[config.mk]
export PLATFORM = sky130hd
export DESIGN_NAME = mul_unit
export DESIGN_NICKNAME = d
export VERILOG_FILES = /design/src/rtl/mul_unit.sv
export SDC_FILE = /design/constraint.sdc
export NUM_CORES = 1
export LEC_CHECK = 0
export BUFFER_PORTS_ARGS = -buffer_cell sky130_fd_sc_hd__clkbuf_2
export CELL_PAD_IN_SITES_DETAIL_PLACEMENT = 0
export CELL_PAD_IN_SITES_GLOBAL_PLACEMENT = 2
export CORE_MARGIN = 2
export CORE_UTILIZATION = 30
export DETAILED_ROUTE_END_ITERATION = 10
export PLACE_DENSITY_LB_ADDON = 0.1
export SYNTH_ARGS = -nofsm -noshare
export SYNTH_HDL_FRONTEND = slang
export SYNTH_SLANG_ARGS = --single-unit
[constraint.sdc]
create_clock -name Clk -period 7.37 [get_ports Clk]
set_input_delay 0.3685 -clock Clk [delete_from_list [all_inputs] [get_ports Clk]]
set_output_delay 0.3685 -clock Clk [all_outputs]
set_load 0.02 [all_outputs]
[src/rtl/mul_unit.sv]
// Iterative radix-2 multiply/accumulate unit owning the HI/LO pair.
// Signed ops multiply magnitudes and fix the sign afterwards; busy stalls the pipe until commit.
module mul_unit #(
  parameter int WIDTH = 32
) (
  input  logic             Clk,
  input  logic             Rst,
  input  logic             start,
  input  logic [2:0]       op,
  input  logic [WIDTH-1:0] rs_val,
  input  logic [WIDTH-1:0] rt_val,
  input  logic             hi_wr,
  input  logic             lo_wr,
  output logic             busy,
  output logic             done,
  output logic [WIDTH-1:0] hi,
  output logic [WIDTH-1:0] lo
);

  localparam int CW = (WIDTH > 1) ? $clog2(WIDTH) : 1;

  typedef enum logic [1:0] {S_IDLE, S_MULT, S_FIX, S_ACC} state_e;
  typedef enum logic [1:0] {C_MUL, C_ADD, C_SUB} cls_e;

  state_e             state_q;
  cls_e               cls_q;
  logic [CW-1:0]      cnt_q;
  logic [WIDTH-1:0]   a_q;
  logic [WIDTH-1:0]   hi_q;
  logic [WIDTH-1:0]   lo_q;
  logic [2*WIDTH-1:0] p_q;
  logic               neg_q;
  logic               busy_q;
  logic               done_q;

  logic               is_signed;
  logic               op_ok;
  logic               neg_d;
  cls_e               cls_d;
  logic [WIDTH-1:0]   mag_a_d;
  logic [WIDTH-1:0]   mag_b_d;
  logic [WIDTH:0]     sum_d;
  logic [2*WIDTH-1:0] step_d;
  logic [2*WIDTH-1:0] acc_d;

  always_comb begin
    // NOTE: every combinational output is given a default first, so no path can infer a latch.
    is_signed = ~op[0];
    op_ok     = (op <= 3'b101);
    mag_a_d   = (is_signed && rs_val[WIDTH-1]) ? -rs_val : rs_val;
    mag_b_d   = (is_signed && rt_val[WIDTH-1]) ? -rt_val : rt_val;
    neg_d     = is_signed && (rs_val[WIDTH-1] ^ rt_val[WIDTH-1]);
    cls_d     = C_MUL;
    case (op[2:1])
      2'b01:   cls_d = C_ADD;
      2'b10:   cls_d = C_SUB;
      default: cls_d = C_MUL;
    endcase

    // Multiplier sits in the low half and shifts out; the upper half needs a carry bit.
    sum_d  = {1'b0, p_q[2*WIDTH-1:WIDTH]} + (p_q[0] ? {1'b0, a_q} : '0);
    step_d = {sum_d, p_q[WIDTH-1:1]};

    acc_d = p_q;
    case (cls_q)
      C_ADD:   acc_d = {hi_q, lo_q} + p_q;
      C_SUB:   acc_d = {hi_q, lo_q} - p_q;
      default: acc_d = p_q;
    endcase
  end

  always_ff @(posedge Clk or posedge Rst) begin
    if (Rst) begin
      state_q <= S_IDLE;
      cls_q   <= C_MUL;
      cnt_q   <= '0;
      a_q     <= '0;
      hi_q    <= '0;
      lo_q    <= '0;
      p_q     <= '0;
      neg_q   <= 1'b0;
      busy_q  <= 1'b0;
      done_q  <= 1'b0;
    end else begin
      // NOTE: sequential state uses non-blocking assignments so every register samples pre-edge values.
      done_q <= 1'b0;
      case (state_q)
        S_IDLE: begin
          if (start && op_ok) begin
            state_q <= S_MULT;
            busy_q  <= 1'b1;
            cnt_q   <= '0;
            a_q     <= mag_a_d;
            p_q     <= {{WIDTH{1'b0}}, mag_b_d};
            neg_q   <= neg_d;
            cls_q   <= cls_d;
          end else begin
            if (hi_wr) hi_q <= rs_val;
            if (lo_wr) lo_q <= rs_val;
          end
        end
        S_MULT: begin
          p_q   <= step_d;
          cnt_q <= cnt_q + CW'(1);
          if (cnt_q == CW'(WIDTH - 1)) state_q <= S_FIX;
        end
        S_FIX: begin
          if (neg_q) p_q <= -p_q;
          state_q <= S_ACC;
        end
        S_ACC: begin
          {hi_q, lo_q} <= acc_d;
          done_q       <= 1'b1;
          busy_q       <= 1'b0;
          state_q      <= S_IDLE;
        end
        default: state_q <= S_IDLE;
      endcase
    end
  end

  assign busy = busy_q;
  assign done = done_q;
  assign hi   = hi_q;
  assign lo   = lo_q;

endmodule

==> flow_summary.yaml, run 1 <==
drt:
  wl_per_cell_um: 25.14
  remaining_design_rule_violation_count: 0
  postRouteWirelength_um: 77320
  detailedRoute.firstIterationViolations: 1157
  drt-vias-per-instance: 5.635
  detail_route.first_pass.iterations: 5
  detailroute.via_count: 17330
  final_antenna_net_count: 0
synth:
  avgSynthCellArea_um2: 7.447
  postSynth.asyncResetShare_pct: 100.0
  yosys.area.top_type: "dfrtp_1"
  post_synth_inst_count: 2288
  synth.cell_area_mm2: 0.01704
  synth-edff-count: 0
  ys_seq_area_share_pct: 25.26
  synth_seq_cells: 172
  synth_top_cells_by_area: "dfrtp_1 (25%), xnor2_1 (7.9%), ha_1 (7.8%)"
  postSynth.topFlopCell: "dfrtp_1"
  synth.top_cell.area_share_pct: 25.26
  synth_fp_nets: 2468
  synth_cell_type_count: 85
  yosys_warnings: 0
global_route:
  grt_util_all_layers_pct: 26.14
  global_route.overflow_total: 0
  antenna_found_initial: 3
  first_global_vias: 17030
  grt_max_degree: 109
  wire_length_of_the_first_global_routing_pass_um: 113500
flow_run:
  drv_cap: 0
critical_path:
  number_of_buffer_and_inverter_instances_along_the_worst_setup_path: 1
  worstPathMaxFanout: 10
  reg2regPathDepth: 20
  cpPeakStageDelay_ns: 0.63
  crit_slowest_cell: "a211oi_1"
  worstSetupPathDepth: 20
  arrival_ns: 6.71
  critical-path-top-cell-by-count: "a21oi_1"
  setup.worst_path.start_class: "flop"
  timing.critical_path.cells: "inv_1 -> ha_1 -> nor3b_1 -> nand2_1 -> or3_4 -> or3_1 -> nor3_2 -> nor2_1 -> xnor2_1 -> ha_1 -> a21oi_1 -> o21ai_0 -> a221oi_1 -> nor2_1 -> a21oi_1 -> nand2_1 -> a211oi_1 -> a21oi_1 -> xnor2_1 -> a221oi_1"
  timing.setup.critical_path_class: "flop to flop"
  crit_path_end_kind: "flop"
  crit_required_ns: 7.78
  crit_family: "simple AND/OR/NAND/NOR gates"
die:
  initial_utilization_pct: 30.28
  fp.dieW_um: 242.3
  design.die.area_mm2: 0.05872
  floorplan.core_area_mm2: 0.05628
  floorplan.die.height_um: 242.3
  floorplan.io_pins: 138
  placement_rows: 87
finish:
  layout-drive-gt1-share_pct: 9.784
  n_fill_cell: 6206
  antenna-diode-count: 0
  layout.cells.non_filler: 3076
  area_growth_pct: 10.80
  seqCellArea_mm2: 0.004304
  nets: 2487
  multi_input_comb_area_mm2: 0.01196
clock_network:
  clk_latency_ns: 0.52
  clockBufferDepth: 2
  post-cts-setup-buffer-count: 0
  cts_hold_buf: 0
  cts_root_buf: "clkbuf_16"
  tritoncts.num_buffers: 17
  cts-resized-gates: 0
  cts.sink_count: 172
  clk_transition_reported_paths_ns: 0.08
  cts_tree: "yes"
  cts_htree_levels: 4
min_path:
  holdCritPathClass: "input port to asynchronous set/reset pin"
placed_design:
  dp_hpwl_um: 59850
  buffer_ports.inserted: 137
  placer_congestion: 0.9057
  total_instance_count_after_detailed_placement: 3044
timing:
  rsz_0062_raised_after_global_routing: "no"
  clock.fmax_mhz: 158.8
  fin_crit_sh_pct: 85.46
  worst_pin_slew_ns: 1.137
  setup_viol_count_final: 0
  hold_violations: 0
  setup_tns_ns: 0
  max_slew_margin_pct: 23.95
  fin_worst_skew_ns: 0.01196
  timing.final.max_slew_violations: 0
  timing.final.crit_period_ns: 6.299
status:
  run_status: "finished clean"
registers in the layout, summed over array words and instances (netlist names):
| name | cells |
|---|---|
| p_q | 64 |
| cnt_q | 5 |
| hi | 32 |
| neg_q | 1 |
| state_q | 2 |
| busy | 1 |
| a_q | 32 |
| cls_q | 2 |
| lo | 32 |
| done | 1 |
routing by layer:
metal	track usage (%)	vias to the layer above	routed length (um)
met5	0	-	0
met4	10.35	0	2674
met3	2.625	99	2494
met2	48.26	410	40790
met1	30.84	8531	31360
li1	-	8294	-
cells in the mapped netlist, drive strengths merged (21+ instances only):
cell,n
xor2,61
nand4,22
o22ai,35
a221oi,28
a21oi,194
inv,49
nand2b,21
and3,21
nor3,82
o21ai,247
xnor2,154
a21o,43
clkbuf,141
nor2,211
o211ai,46
or3,30
ha,106
and2,42
o31ai,21
nand2,285
dfrtp,172
placed cells by master, fill, tap and decap left out, types with 21 or more instances in the layout:
| cell type | n |
|---|---|
| a21oi_1 | 192 |
| nor2_1 | 209 |
| buf_4 | 22 |
| inv_1 | 48 |
| a21o_1 | 43 |
| o22ai_1 | 35 |
| ha_1 | 103 |
| xnor2_1 | 154 |
| o211ai_1 | 46 |
| and2_1 | 41 |
| or3_1 | 28 |
| and3_1 | 21 |
| nand2b_1 | 21 |
| xor2_1 | 61 |
| nand4_1 | 22 |
| a221oi_1 | 27 |
| clkbuf_2 | 137 |
| o31ai_1 | 21 |
| nor3_1 | 79 |
| nand2_1 | 283 |
| o21ai_0 | 239 |
| dfrtp_1 | 172 |
cells by family (layout without fill, tap and decap cells):
group	Yosys count	after routing	share of synthesized area (%)
AO/OA/AOI/OAI	762	762	27.60
flip-flops	172	172	25.26
XOR/XNOR	215	215	11.05
multiplexers	13	13	0.7637
AND/OR/NAND/NOR	810	810	22.57
adder cells (fa/ha/maj)	108	108	8.019
buffers and inverters	208	240	4.729
path summary, 6_finish.rpt:
| path | startpoint | endpoint | slack [ns] |
|---|---|---|---|
| hold reg to reg | a_q[30]$_DFFE_PP0P_ | a_q[30]$_DFFE_PP0P_ | 0.47 |
| min in group Clk | op[1] | cls_q[0]$_DFFE_PP0P_ | 0.13 |
| setup / recovery | p_q[1]$_DFFE_PP0P_ | hi[25]$_DFFE_PP0P_ | 1.07 |
| setup reg to reg | p_q[1]$_DFFE_PP0P_ | hi[25]$_DFFE_PP0P_ | 1.07 |
| hold / removal | Rst | a_q[20]$_DFFE_PP0P_ | 0.05 |
| max in group asynchronous | Rst | p_q[37]$_DFFE_PP0P_ | 5.75 |
area by class of cell:
class | count | area share [%]
Clock buffer | 18 | 2.273
Clock inverter | 14 | 1.034
Inverter | 49 | 1.014
Multi-Input combinational cell | 1908 | 63.36
Sequential cell | 172 | 22.80
Tap cell | 756 | 5.010
Timing Repair Buffer | 159 | 4.507
stage by stage:
step	hold slack [ns]	setup WS, ns	util (%)	cell area (um^2)
6_report	0.05128	1.071	33.55	18880
5_1_grt	0.1306	0.6332	33.55	18880
4_1_cts	0.06468	1.177	33.55	18880
3_5_place_dp	0.4565	1.206	32.44	18260
3_3_place_gp	0.4591	1.211	32.44	18260
2_1_floorplan	0.4352	2.014	-	17040
Power of run 1 is left out: the tool's default activity adds up to more than one toggle a clock period on the data nets, which glitch-free logic cannot reach.
==> inputs of run 2 (changes only) <==
ABC_AREA = 1   (was not set)
CORE_UTILIZATION = 24   (was 30)
==> run 2 against run 1 <==
Compared with the run above: the run now ends with hold timing left; worst setup slack gained 0.86 ns; critical path type unchanged; cell area increased by 15%; clock skew up 0.0089 ns.
==> flow_summary.yaml, run 2 <==
synth:
  synthAdderAreaFrac_pct: 7.108
  postSynth.topFlopCell: "dfrtp_1"
  synth_seq_cells: 172
  synth_simple_gate_area_share_pct: 34.37
  post_synth_inst_count: 3254
  ys_seq_area_share_pct: 22.39
  yosys_warnings: 0
  avgSynthCellArea_um2: 5.908
  synth_fp_nets: 3434
  synth_top_cells_by_area: "dfrtp_1 (22%), nand2_1 (16%), nor2_1 (9.4%)"
  synth.top_cell.area_share_pct: 22.39
  synth_cell_type_count: 54
  yosys.area.top_type: "dfrtp_1"
  synth_top_family_by_area: "simple AND/OR/NAND/NOR gates"
  postSynth.asyncResetShare_pct: 100.0
  synth.cell_area_mm2: 0.01922
  synth_commonest_cells: "nand2_1 (839), nor2_1 (483), inv_1 (416)"
  yosys.area_share.xor_xnor_pct: 5.376
  synth-edff-count: 0
  compound_cell_area_share_of_the_yosys_netlist_pct: 20.44
  muxShareOfSynthArea_pct: 0
  yosys.cell_count.top_type: "nand2_1"
timing:
  fin_crit_sh_pct: 73.80
  max_slew_margin_pct: 27.13
  timing.final.crit_period_ns: 5.439
  timing.final.max_slew_violations: 0
  setup_tns_ns: 0
  worst_hold_margin_ns: -0.03264
  clock.fmax_mhz: 183.9
  worst_pin_slew_ns: 1.093
  rsz_0062_raised_after_global_routing: "no"
  fin_worst_skew_ns: 0.02090
  setup_viol_count_final: 0
  hold_violations: 3
drt:
  remaining_design_rule_violation_count: 0
  drt-vias-per-instance: 4.980
  postRouteWirelength_um: 104700
  detailroute.via_count: 21890
  wl_per_cell_um: 23.82
  detail_route.first_pass.iterations: 6
  final_antenna_net_count: 0
  detailedRoute.firstIterationViolations: 1768
placed_design:
  dp_hpwl_um: 86470
  detailed_place.area_mm2: 0.02103
  buffer_ports.inserted: 137
  placer_congestion: 0.9345
critical_path:
  timing.critical_path.cells: "buf_4 -> inv_2 -> ha_1 -> nand3_1 -> nor2_2 -> inv_2 -> nor2_1 -> xor2_1 -> nand2_1 -> o21ai_0 -> ha_1 -> nand2_1 -> inv_1 -> nand2_1 -> nor3_1 -> nand2_1 -> o21ai_1 -> nand2_1 -> nand3_1 -> nand3_1 -> nand2_1 -> a21oi_1"
  crit-reg2reg-capture: "hi[27]$_DFFE_PP0P_"
  regToRegSetupSlack_ns: 1.93
  critPathCapture: "hi[27]$_DFFE_PP0P_"
  setup.worst_path.start_class: "flop"
  critical-path-top-cell-by-count: "nand2_1"
  cpPeakStageDelay_ns: 0.59
  timing.setup.critical_path_class: "flop to flop"
  reg2regPathDepth: 22
  critPathLaunch: "p_q[0]$_DFFE_PP0P_"
  regToRegStartpoint: "p_q[0]$_DFFE_PP0P_"
  arrival_ns: 5.84
  crit_path_end_kind: "flop"
  crit_slowest_cell: "nor3_1"
  worstPathMaxFanout: 36
  crit_required_ns: 7.77
min_path:
  holdCritPathClass: "input port to asynchronous set/reset pin"
clock_network:
  cts.sink_count: 172
  clk_transition_reported_paths_ns: 0.08
  cts_hold_buf: 0
  cts-resized-gates: 0
  tritoncts.num_buffers: 17
  clockBufferDepth: 2
  clk_latency_ns: 0.52
  cts_htree_levels: 4
  post-cts-setup-buffer-count: 0
  cts_tree: "yes"
  cts_root_buf: "clkbuf_16"
power_and_ir_drop:
  report.power.total_mw: 12.56
  sequential_group_share_of_total_power_pct: 15.5
  power.share.switching_pct: 63.74
  power_report.internal_total_mw: 4.553
  p_comb_share_pct: 76.4
  pwr-share-clk_pct: 8.2
  power_leakage_nw: 10.76
  vdd.ir_drop.worst_v: 0.0002478
  power.density_mw_per_mm2: 580.6
  total_net_switching_power_mw: 8.003
die:
  floorplan.die.height_um: 287.0
  placement_rows: 103
  initial_utilization_pct: 24.29
  design.die.area_mm2: 0.08238
  floorplan.io_pins: 138
  fp.dieW_um: 287.0
  floorplan.core_area_mm2: 0.07913
global_route:
  antenna_found_initial: 1
  first_global_vias: 21010
  wire_length_of_the_first_global_routing_pass_um: 148100
  grt_util_all_layers_pct: 24.98
  grt_max_degree: 110
  global_route.overflow_total: 0
finish:
  nets: 3512
  number_of_flip_flops_in_the_largest_register: 64
  multi_input_comb_area_mm2: 0.01296
  layout-drive-gt1-share_pct: 7.055
  antenna-diode-count: 0
  layout.cells.most_common: "nand2_1"
  area_growth_pct: 12.50
  seqCellArea_mm2: 0.004304
  final_cell_area_mm2: 0.02163
  largest_register: "p_q"
  mostFrequentLayoutCells: "nand2_1 (838), nor2_1 (482), inv_1 (413)"
  n_fill_cell: 9188
flow_run:
  drv_cap: 0
status:
  run_status: "finished with violations"
  failing_checks: "hold timing"
## run 2: changes by cell type after synthesis, moves of 124 or more
cell,change
nor2_1,+274
nand2_1,+555
inv_1,+367
a21oi_1,+124
xnor2_1,-147
nand3_1,+152
## run 2: metrics by stage
stage | cells | utilization [%] | setup WS (ns) | hold slack [ns]
3_5_place_dp | 4363 | 26.57 | 2.063 | 0.4721
3_3_place_gp | 4363 | 26.57 | 2.067 | 0.4691
4_1_cts | 4395 | 27.33 | 2.033 | 0.04397
6_report | 4395 | 27.33 | 1.931 | -0.03264
5_1_grt | 4395 | 27.33 | 1.484 | 0.04803
2_1_floorplan | 3254 | - | 2.341 | 0.4483
## run 2: routing by layer
metal  share of wire (%)  vias to the layer above  global-route usage [%]
met5                   0                        -                       0
met4                 3.4                        0                   8.763
met3                 4.0                       97                   2.929
met2                  49                      560                   43.19
met1                  44                    10500                   31.94
li1                    -                    10730                       -
## run 2: area by class of cell
cell class | instances | share of cell area [%]
clock buffer | 21 | 2.175
clock inverter | 11 | 0.6017
inverter | 424 | 7.394
multi-input combinational | 2559 | 59.95
sequential | 172 | 19.90
tap | 1050 | 6.075
timing repair buffer | 158 | 3.900
## run 2: critical path: cells and delay by family, from the launching register on
kind	cells	cell delay, ns
AO/OA/AOI/OAI	3	0.81
buffers and inverters	4	0.55
AND/OR/NAND/NOR	12	2.70
adder cells (fa/ha/maj)	2	0.72
flip-flops	1	0.36
XOR/XNOR	1	0.17
## run 2: worst min path at each step
stage	from	end	slack, ns	cells after the start
final	Rst	lo[5]$_DFFE_PP0P_	-0.03	2
after global routing	Rst	lo[6]$_DFFE_PP0P_	0.05	2
after CTS	Rst	lo[20]$_DFFE_PP0P_	0.04	2
after detailed placement	a_q[29]$_DFFE_PP0P_	a_q[29]$_DFFE_PP0P_	0.47	2
after global placement	cnt_q[4]$_DFFE_PP0P_	cnt_q[4]$_DFFE_PP0P_	0.47	2
after floorplan	cnt_q[4]$_DFFE_PP0P_	cnt_q[4]$_DFFE_PP0P_	0.45	2
## run 2: logic make-up after synthesis
logic type / count (synthesis)
AOI/OAI and AO/OA: 725
xor gates and xnor gates: 118
adders and majority gates: 108
buffers and inverters: 523
DFF: 172
and+or+nand+nor: 1608
## run 2: power groups by stage
stage	logic (mW)	clock network, mW	registers [mW]
2_1_floorplan	5.84	0	1.91
3_3_place_gp	9.59	0	1.98
3_5_place_dp	9.55	0	1.98
4_1_cts	9.61	1.05	1.96
5_1_grt	10.5	1.08	1.99
6_report	9.59	1.03	1.94
No activity file was read; power rests on OpenSTA's default activity.
==> inputs of run 3 (changes only) <==
clock period = 4.5 ns   (was 7.37 ns; I/O delays follow)
==> run 3 against run 2 <==
Compared with the run above: the run now ends clean; utilization grew 1.1 points; hold slack gained 0.051 ns; clock-buffer cell count up 1; worst setup slack worse by 1.7 ns; clock skew fell by 0.0060 ns; via count up 0.85%; die area did not move; flip-flop and latch count did not move; sequential power up 61%; highest routed layer unchanged.
==> flow_summary.yaml, run 3 (synthesis gave the netlist of run 2 again) <==
power_and_ir_drop:
  power.density_mw_per_mm2: 943.1
  report.power.total_mw: 21.22
  vdd.ir_drop.worst_v: 0.0004378
  power_leakage_nw: 11.25
drt:
  detailedRoute.firstIterationViolations: 1891
  remaining_design_rule_violation_count: 0
  wl_per_cell_um: 23.53
  drt-vias-per-instance: 4.916
  detailroute.via_count: 22070
  detail_route.first_pass.iterations: 6
  final_antenna_net_count: 0
  postRouteWirelength_um: 105700
finish:
  layout-drive-gt1-share_pct: 10.44
  largest_register: "p_q"
  mostFrequentLayoutCells: "nand2_1 (834), nor2_1 (468), inv_1 (412)"
  n_fill_cell: 9202
  area_growth_pct: 17.06
  layout.cells.most_common: "nand2_1"
  finish.utilization_pct: 28.44
  number_of_flip_flops_in_the_largest_register: 64
  nets: 3605
clock_network:
  tritoncts.num_buffers: 17
  cts.sink_count: 172
  cts_root_buf: "clkbuf_16"
  clockBufferDepth: 2
  cts_tree: "yes"
  clk_transition_reported_paths_ns: 0.08
  clk_latency_ns: 0.52
  cts_htree_levels: 4
die:
  initial_utilization_pct: 24.29
  floorplan.core_area_mm2: 0.07913
  fp.dieW_um: 287.0
  floorplan.io_pins: 138
  design.die.area_mm2: 0.08238
  placement_rows: 103
  floorplan.die.height_um: 287.0
timing:
  hold_violations: 0
  worst_pin_slew_ns: 1.224
  post-route-worst-setup-slack_ns: 0.2316
  timing.final.crit_period_ns: 4.268
  clock.fmax_mhz: 234.3
  setup_viol_count_final: 0
  rsz_0062_raised_after_global_routing: "yes"
  fin_crit_sh_pct: 94.85
  fin_worst_skew_ns: 0.01493
  timing.final.max_slew_violations: 0
  max_slew_margin_pct: 18.09
  worst_hold_margin_ns: 0.01805
global_route:
  grt_max_degree: 92
  grt_util_all_layers_pct: 25.28
  first_global_vias: 21660
  antenna_found_initial: 0
  global_route.overflow_total: 0
  wire_length_of_the_first_global_routing_pass_um: 150300
critical_path:
  crit_family: "simple AND/OR/NAND/NOR gates"
  crit_slowest_cell: "dfrtp_1"
  critical-path-top-cell-by-count: "nand2_1"
  setup.worst_path.start_class: "flop"
  worstPathMaxFanout: 6
  crit_required_ns: 4.94
  arrival_ns: 4.71
  cpPeakStageDelay_ns: 0.47
  timing.setup.critical_path_class: "flop to flop"
  crit_path_end_kind: "flop"
  number_of_buffer_and_inverter_instances_along_the_worst_setup_path: 3
placed_design:
  dp_slack_ns: -0.07380
  placer_congestion: 0.9245
  buffer_ports.inserted: 137
  dp_hpwl_um: 87600
min_path:
  holdCritPathClass: "input port to flop"
status:
  run_status: "finished clean"
flow_run:
  drv_cap: 0
[run 3: metrics by stage]
step | TNS (ns) | cells | instance area (um^2)
5_1_grt | -0.1864 | 4488 | 22500
2_1_floorplan | 0 | 3254 | 19230
3_5_place_dp | -0.07897 | 4444 | 21680
4_1_cts | 0 | 4481 | 22320
3_3_place_gp | -0.1525 | 4444 | 21680
6_report | 0 | 4490 | 22500
[run 3: final timing paths]
path / slack [ns] / to / startpoint / depth (start not counted)
min in group asynchronous: 0.35 / a_q[30]$_DFFE_PP0P_ / Rst / 3
max: 0.23 / hi[19]$_DFFE_PP0P_ / p_q[11]$_DFFE_PP0P_ / 25
min reg2reg: 0.49 / a_q[23]$_DFFE_PP0P_ / a_q[23]$_DFFE_PP0P_ / 2
max in group asynchronous: 2.76 / p_q[8]$_DFFE_PP0P_ / Rst / 4
max reg2reg: 0.23 / hi[19]$_DFFE_PP0P_ / p_q[11]$_DFFE_PP0P_ / 25
min: 0.02 / p_q[17]$_DFFE_PP0P_ / rt_val[17] / 3
[run 3: layout make-up]
cell class / instances / area [um^2] / area share (%)
Sequential cell: 172 / 4308 / 19.14
Multi-Input combinational cell: 2559 / 13100 / 58.23
Antenna cell: 2 / 5.005 / 0.02224
Timing Repair Buffer: 251 / 1604 / 7.128
Tap cell: 1050 / 1314 / 5.838
Inverter: 424 / 1599 / 7.106
Clock buffer: 22 / 464.2 / 2.063
Clock inverter: 10 / 106.4 / 0.4726
[run 3: worst min-delay path, stage by stage]
cell and delay, ns:
clkbuf_2 0.12, nand2_1 0.07, a31oi_1 0.07
[run 3: repair_timing]
action                     in CTS  in global routing
hold buffers                    5                  0
setup endpoints to repair       3                 25
hold endpoints to repair       26                  0
pin swaps                       0                  8
resized for setup               4                 42
buffers inserted                0                  7
[run 3: report_power, final]
group,leakage [nW],internal (mW),total [mW],switching [mW]
combinational,8.90,4.94,16.5,11.5
clock,0.277,0.802,1.63,0.824
sequential,2.07,2.27,3.12,0.850
[run 3: layer usage]
metal	vias up	GRT usage, %	share of wire (%)
met4	0	7.487	2.6
li1	10910	-	-
met3	83	2.937	4.0
met2	546	44.40	50
met1	10530	32.31	44
met5	-	0	0
